## config.mk

```make
export PLATFORM = sky130hd
export DESIGN_NAME = alu_seq
export DESIGN_NICKNAME = d
export VERILOG_FILES = /design/src/rtl/alu_seq.sv
export SDC_FILE = /design/constraint.sdc
export NUM_CORES = 1
export LEC_CHECK = 0
export CAP_MARGIN = 20
export CORE_MARGIN = 4
export CORE_UTILIZATION = 55
export DETAILED_ROUTE_END_ITERATION = 8
export GPL_TIMING_DRIVEN = 1
export PLACE_DENSITY = 0.81
export SYNTH_ARGS = -nofsm -noshare
export SYNTH_HDL_FRONTEND = slang
export SYNTH_SLANG_ARGS = --single-unit
```

## constraint.sdc

```tcl
create_clock -name clk -period 6.95 [get_ports clk]
set_input_delay 1.39 -clock clk [delete_from_list [all_inputs] [get_ports clk]]
set_output_delay 1.39 -clock clk [all_outputs]
set_load 0.02 [all_outputs]
```

## src/rtl/alu_seq.sv

```systemverilog
// Command sequencer for the 2-bit ALU: buffers commands in a FIFO, issues them one at a time,
// and returns each captured 4-bit result with its tag in command order.
module alu_seq #(
  parameter int DEPTH = 4
) (
  input  logic                     clk,
  input  logic                     rst,
  input  logic                     cmd_valid,
  output logic                     cmd_ready,
  input  logic [1:0]               cmd_a,
  input  logic [1:0]               cmd_b,
  input  logic [1:0]               cmd_op,
  input  logic [1:0]               cmd_tag,
  output logic                     res_valid,
  input  logic                     res_ready,
  output logic [3:0]               res_r,
  output logic [1:0]               res_tag,
  output logic [1:0]               alu_a,
  output logic [1:0]               alu_b,
  output logic [1:0]               alu_op,
  output logic                     alu_rst,
  input  logic [3:0]               alu_r,
  output logic                     busy,
  output logic [7:0]               done_cnt,
  output logic [1:0]               dbg_state,
  output logic [$clog2(DEPTH):0]   dbg_count
);

  localparam int AW = $clog2(DEPTH);
  localparam logic [AW:0] FULL_CNT = DEPTH[AW:0];

  typedef enum logic [1:0] {
    S_IDLE     = 2'd0,
    S_ISSUE    = 2'd1,
    S_WAIT_ACK = 2'd2
  } state_e;

  typedef struct packed {
    logic [1:0] tag;
    logic [1:0] op;
    logic [1:0] b;
    logic [1:0] a;
  } cmd_t;

  state_e      state_q, state_d;
  cmd_t        mem_q [DEPTH];
  cmd_t        head;
  logic [AW:0] wr_ptr_q, rd_ptr_q, count;
  logic        empty, full, push, pop, ack, capture;

  logic [1:0]  alu_a_q, alu_b_q, alu_op_q, tag_pend_q, res_tag_q;
  logic        alu_rst_q, res_valid_q;
  logic [3:0]  res_r_q;
  logic [7:0]  done_cnt_q;

  // Both ports transfer on a rising edge where valid && ready; a producer holds its payload
  // stable while valid is high and ready is low, and valid never drops before the transfer.
  assign count     = wr_ptr_q - rd_ptr_q;
  assign empty     = (count == '0);
  assign full      = (count == FULL_CNT);
  assign cmd_ready = rst && !full;
  assign push      = cmd_valid && cmd_ready;
  assign head      = mem_q[rd_ptr_q[AW-1:0]];

  always_ff @(posedge clk or negedge rst) begin
    if (!rst) state_q <= S_IDLE;
    else      state_q <= state_d;
  end

  always_comb begin
    state_d = state_q;
    case (state_q)
      S_IDLE:     if (!empty) state_d = S_ISSUE;
      S_ISSUE:    state_d = S_WAIT_ACK;
      S_WAIT_ACK: if (res_valid_q && res_ready) state_d = empty ? S_IDLE : S_ISSUE;
      default:    state_d = S_IDLE;
    endcase
  end

  always_comb begin
    ack     = (state_q == S_WAIT_ACK) && res_valid_q && res_ready;
    capture = (state_q == S_ISSUE);
    pop     = !empty && ((state_q == S_IDLE) || ack);
  end

  // Storage carries no reset; the pointers alone define which entries are live.
  always_ff @(posedge clk) begin
    if (push) mem_q[wr_ptr_q[AW-1:0]] <= '{tag: cmd_tag, op: cmd_op, b: cmd_b, a: cmd_a};
  end

  always_ff @(posedge clk or negedge rst) begin
    if (!rst) begin
      wr_ptr_q <= '0;
      rd_ptr_q <= '0;
    end else begin
      if (push) wr_ptr_q <= wr_ptr_q + 1'b1;
      if (pop)  rd_ptr_q <= rd_ptr_q + 1'b1;
    end
  end

  always_ff @(posedge clk or negedge rst) begin
    if (!rst) begin
      alu_a_q     <= '0;
      alu_b_q     <= '0;
      alu_op_q    <= '0;
      alu_rst_q   <= 1'b1;
      tag_pend_q  <= '0;
      res_r_q     <= '0;
      res_tag_q   <= '0;
      res_valid_q <= 1'b0;
      done_cnt_q  <= '0;
    end else begin
      if (ack) begin
        res_valid_q <= 1'b0;
        done_cnt_q  <= done_cnt_q + 8'd1;
      end
      if (pop) begin
        alu_a_q    <= head.a;
        alu_b_q    <= head.b;
        alu_op_q   <= head.op;
        tag_pend_q <= head.tag;
        alu_rst_q  <= 1'b0;
      end
      if (capture) begin
        res_r_q     <= alu_r;
        res_tag_q   <= tag_pend_q;
        res_valid_q <= 1'b1;
        alu_rst_q   <= 1'b1;
      end
    end
  end

  assign alu_a     = alu_a_q;
  assign alu_b     = alu_b_q;
  assign alu_op    = alu_op_q;
  assign alu_rst   = alu_rst_q;
  assign res_valid = res_valid_q;
  assign res_r     = res_r_q;
  assign res_tag   = res_tag_q;
  assign done_cnt  = done_cnt_q;
  assign busy      = !empty || (state_q != S_IDLE);
  assign dbg_state = state_q;
  assign dbg_count = count;

endmodule

```

==> flow_summary.json <==
{
  "critPathRequiredTime_ns": 5.56,
  "cts_max_level": 3,
  "rows": 25,
  "globalplace.congestion": 0.725,
  "path_cells": "ha_1 > fa_1 > xor3_2 > or4_2 > clkdlybuf4s50_1",
  "min_period_ns": 4.54,
  "setup_violations": 0,
  "fin_ws_ns": 2.41,
  "synth_top_area_share_pct": 36.0,
  "synth_fp_nets": 195,
  "tightest_slew_ns": 0.593,
  "critPathLaunchType": "flip-flop",
  "drt_iter0_drc": 50,
  "cts_hold_buf": 0,
  "placed_area_sq_mm": 0.00317,
  "slew_headroom_pct": 60.5,
  "preCtsSetupSlack_ns": 2.45,
  "drv_cap": 0,
  "cts_tree": "yes",
  "cp_slowest_stage_delay_ns": 0.64,
  "clock_skew_ns": 0.00380,
  "core_area_sq_mm": 0.00472,
  "synth_seq_cells": 64,
  "cp_top_family": "adder cells",
  "antenna_found_initial": 0,
  "stdcell_area_sq_mm": 0.00338,
  "clock_latency_ns": 0.32,
  "synth_edf_count": 32,
  "final_layout_size_suffix_gt1_share_pct": 18.4,
  "grt_pass1_wl_um": 7770,
  "ys_types": 33,
  "dp.cells": 278,
  "p_total_uw": 880,
  "boundaryPins": 45,
  "post-cts-setup-buffers": 0,
  "num_antenna_cells": 0,
  "ant_nets": 0,
  "fin_util_pct": 71.5,
  "grt_usage_pct": 17.3,
  "root_buffer": "clkbuf_8",
  "synth_area_leaders": "edfxtp_1, dfrtp_1, mux4_2",
  "clock.fmax_ghz": 0.220,
  "die_h_um": 77.7,
  "cp_num_buf_inv": 1,
  "path_max_fanout": 11,
  "hold_ws_ns": 0.465,
  "dieWidth_um": 77.7,
  "cts_resized": 0,
  "rsz0062_at_grt": "no",
  "clk_pin_slew_worst_paths_ns": 0.07,
  "fin_setup_tns_ns": 0,
  "worstSetupPathType": "reg2out",
  "hpwl_um": 3160,
  "drt_first_pass_iters": 4,
  "async_flop_share_pct": 50.0,
  "arrival_ns": 3.15,
  "fin_crit_sh_pct": 65.4,
  "syn_inst": 171,
  "dieArea_sq_mm": 0.00603,
  "clock-sinks": 64,
  "overflow": 0,
  "n_fill_cell": 315,
  "viasPerCell": 5.16,
  "instances_no_fill": 295,
  "crit_path_end_kind": "output pin",
  "synth_area_sq_mm": 0.00267,
  "status": "finished, final reports clean",
  "p_per_area_mw_per_mm2": 261,
  "seq_area_frac_synth_pct": 66.1,
  "syn_to_final_growth_pct": 26.5,
  "clockBufferDepth": 2,
  "multi_input_area_sq_um": 847,
  "fin_nets": 247,
  "avgSynthCellArea_sq_um": 15.6,
  "wire_per_inst_um": 15.5,
  "grt_max_degree": 36,
  "ys.flop_type": "edfxtp_1",
  "min_path_type": "reg2reg",
  "drt_wl_total_um": 4580,
  "yosysWarningCount": 0,
  "io_buffers": 44,
  "regArea_sq_mm": 0.00176,
  "vias": 1522,
  "p_leak_nw": 1.39,
  "maxSlewViolCount": 0,
  "yosysTopAreaCell": "edfxtp_1",
  "drcViolationCount": 0,
  "start_util_pct": 56.5,
  "cpMaxStageDelayCell": "or4_2",
  "hold_viol_final": 0,
  "peakVddDrop_v": 0.000184,
  "cts_made_buffers": 9,
  "first_global_vias": 1625
}
[cell type report]
type,count,share of cell area (%)
Clock buffer,10,4.08
Clock inverter,6,1.74
Inverter,8,0.890
Multi-Input combinational cell,94,25.1
Sequential cell,64,52.2
Tap cell,67,2.48
Timing Repair Buffer,46,13.5
[layer usage]
layer  GRT usage (%)  vias up  routed length, um
met5               0        -                  0
met4            8.54        0                 96
met3            5.10       10                235
met2            28.3       45               2280
met1            21.0      754               1970
li1                -      713                  -
[sequential cells by signal, indices dropped and copies added (netlist names)]
name,count
dbg_state,2
res_tag,2
res_r,4
alu_b,2
rd_ptr_q,3
mem_q,32
alu_op,2
wr_ptr_q,3
tag_pend_q,2
res_valid,1
alu_rst,1
alu_a,2
done_cnt,8
[cell usage in the layout, fill, tap and decap left out, types with 2 or more instances in the layout]
cell type	instances
inv_1	8
clkdlybuf4s50_1	44
clkbuf_8	10
mux2_2	5
clkinvlp_4	2
clkinv_2	2
nor2_1	3
dfrtp_1	31
buf_4	2
edfxtp_1	32
nand2_1	25
xnor2_1	3
nor3_1	2
and2_1	4
ha_1	7
a21oi_1	4
mux2_4	7
xor2_1	8
mux4_2	8
nand3_1	6
[cells by family (layout without fill, tap and decap cells)]
| family | Yosys count | after routing | synth area share, % |
|---|---|---|---|
| xor gates and xnor gates | 12 | 12 | 4.55 |
| adders and majority gates | 8 | 8 | 4.03 |
| and+or+nand+nor | 45 | 45 | 7.74 |
| muxes | 21 | 21 | 13.2 |
| DFF | 64 | 64 | 66.1 |
| AOI/OAI and AO/OA | 8 | 8 | 2.25 |
| buffers and inverters | 13 | 70 | 2.20 |
[synth_stat cells, drive strengths merged, types with 2 or more instances]
master	number
nand2	25
a21oi	4
buf	3
nand3	6
edfxtp	32
nor3	2
and2	4
xor2	8
inv	8
clkbuf	2
xnor2	3
dfrtp	31
mux2	12
nor2	3
ha	7
mux4	8
[worst paths after layout]
check                             from     endpoint  slack [ns]  cells after the start
hold reg to reg            done_cnt[7]  done_cnt[7]        0.47                      1
min in group asynchronous          rst  wr_ptr_q[0]        1.48                      2
setup / recovery           rd_ptr_q[0]         busy        2.41                      5
max in group asynchronous          rst      alu_rst        5.14                      2
setup reg to reg           rd_ptr_q[0]  mem_q[1][0]        4.09                      5
hold / removal             done_cnt[7]  done_cnt[7]        0.47                      1
[report_power, final]
group          internal [mW]  total (mW)  switching (mW)  leakage (nW)
Sequential             0.429       0.443          0.0136         0.701
Combinational         0.0607       0.133          0.0725         0.590
Clock                  0.173       0.303           0.131        0.0957
[worst register-to-register path, stage by stage, from the launching register on]
cell and delay, ns:
dfrtp_1 0.72, ha_1 0.28, fa_1 0.44, and2_1 0.22, a21oi_1 0.36, and2_1 0.49
(Power assumes the default switching activity.)
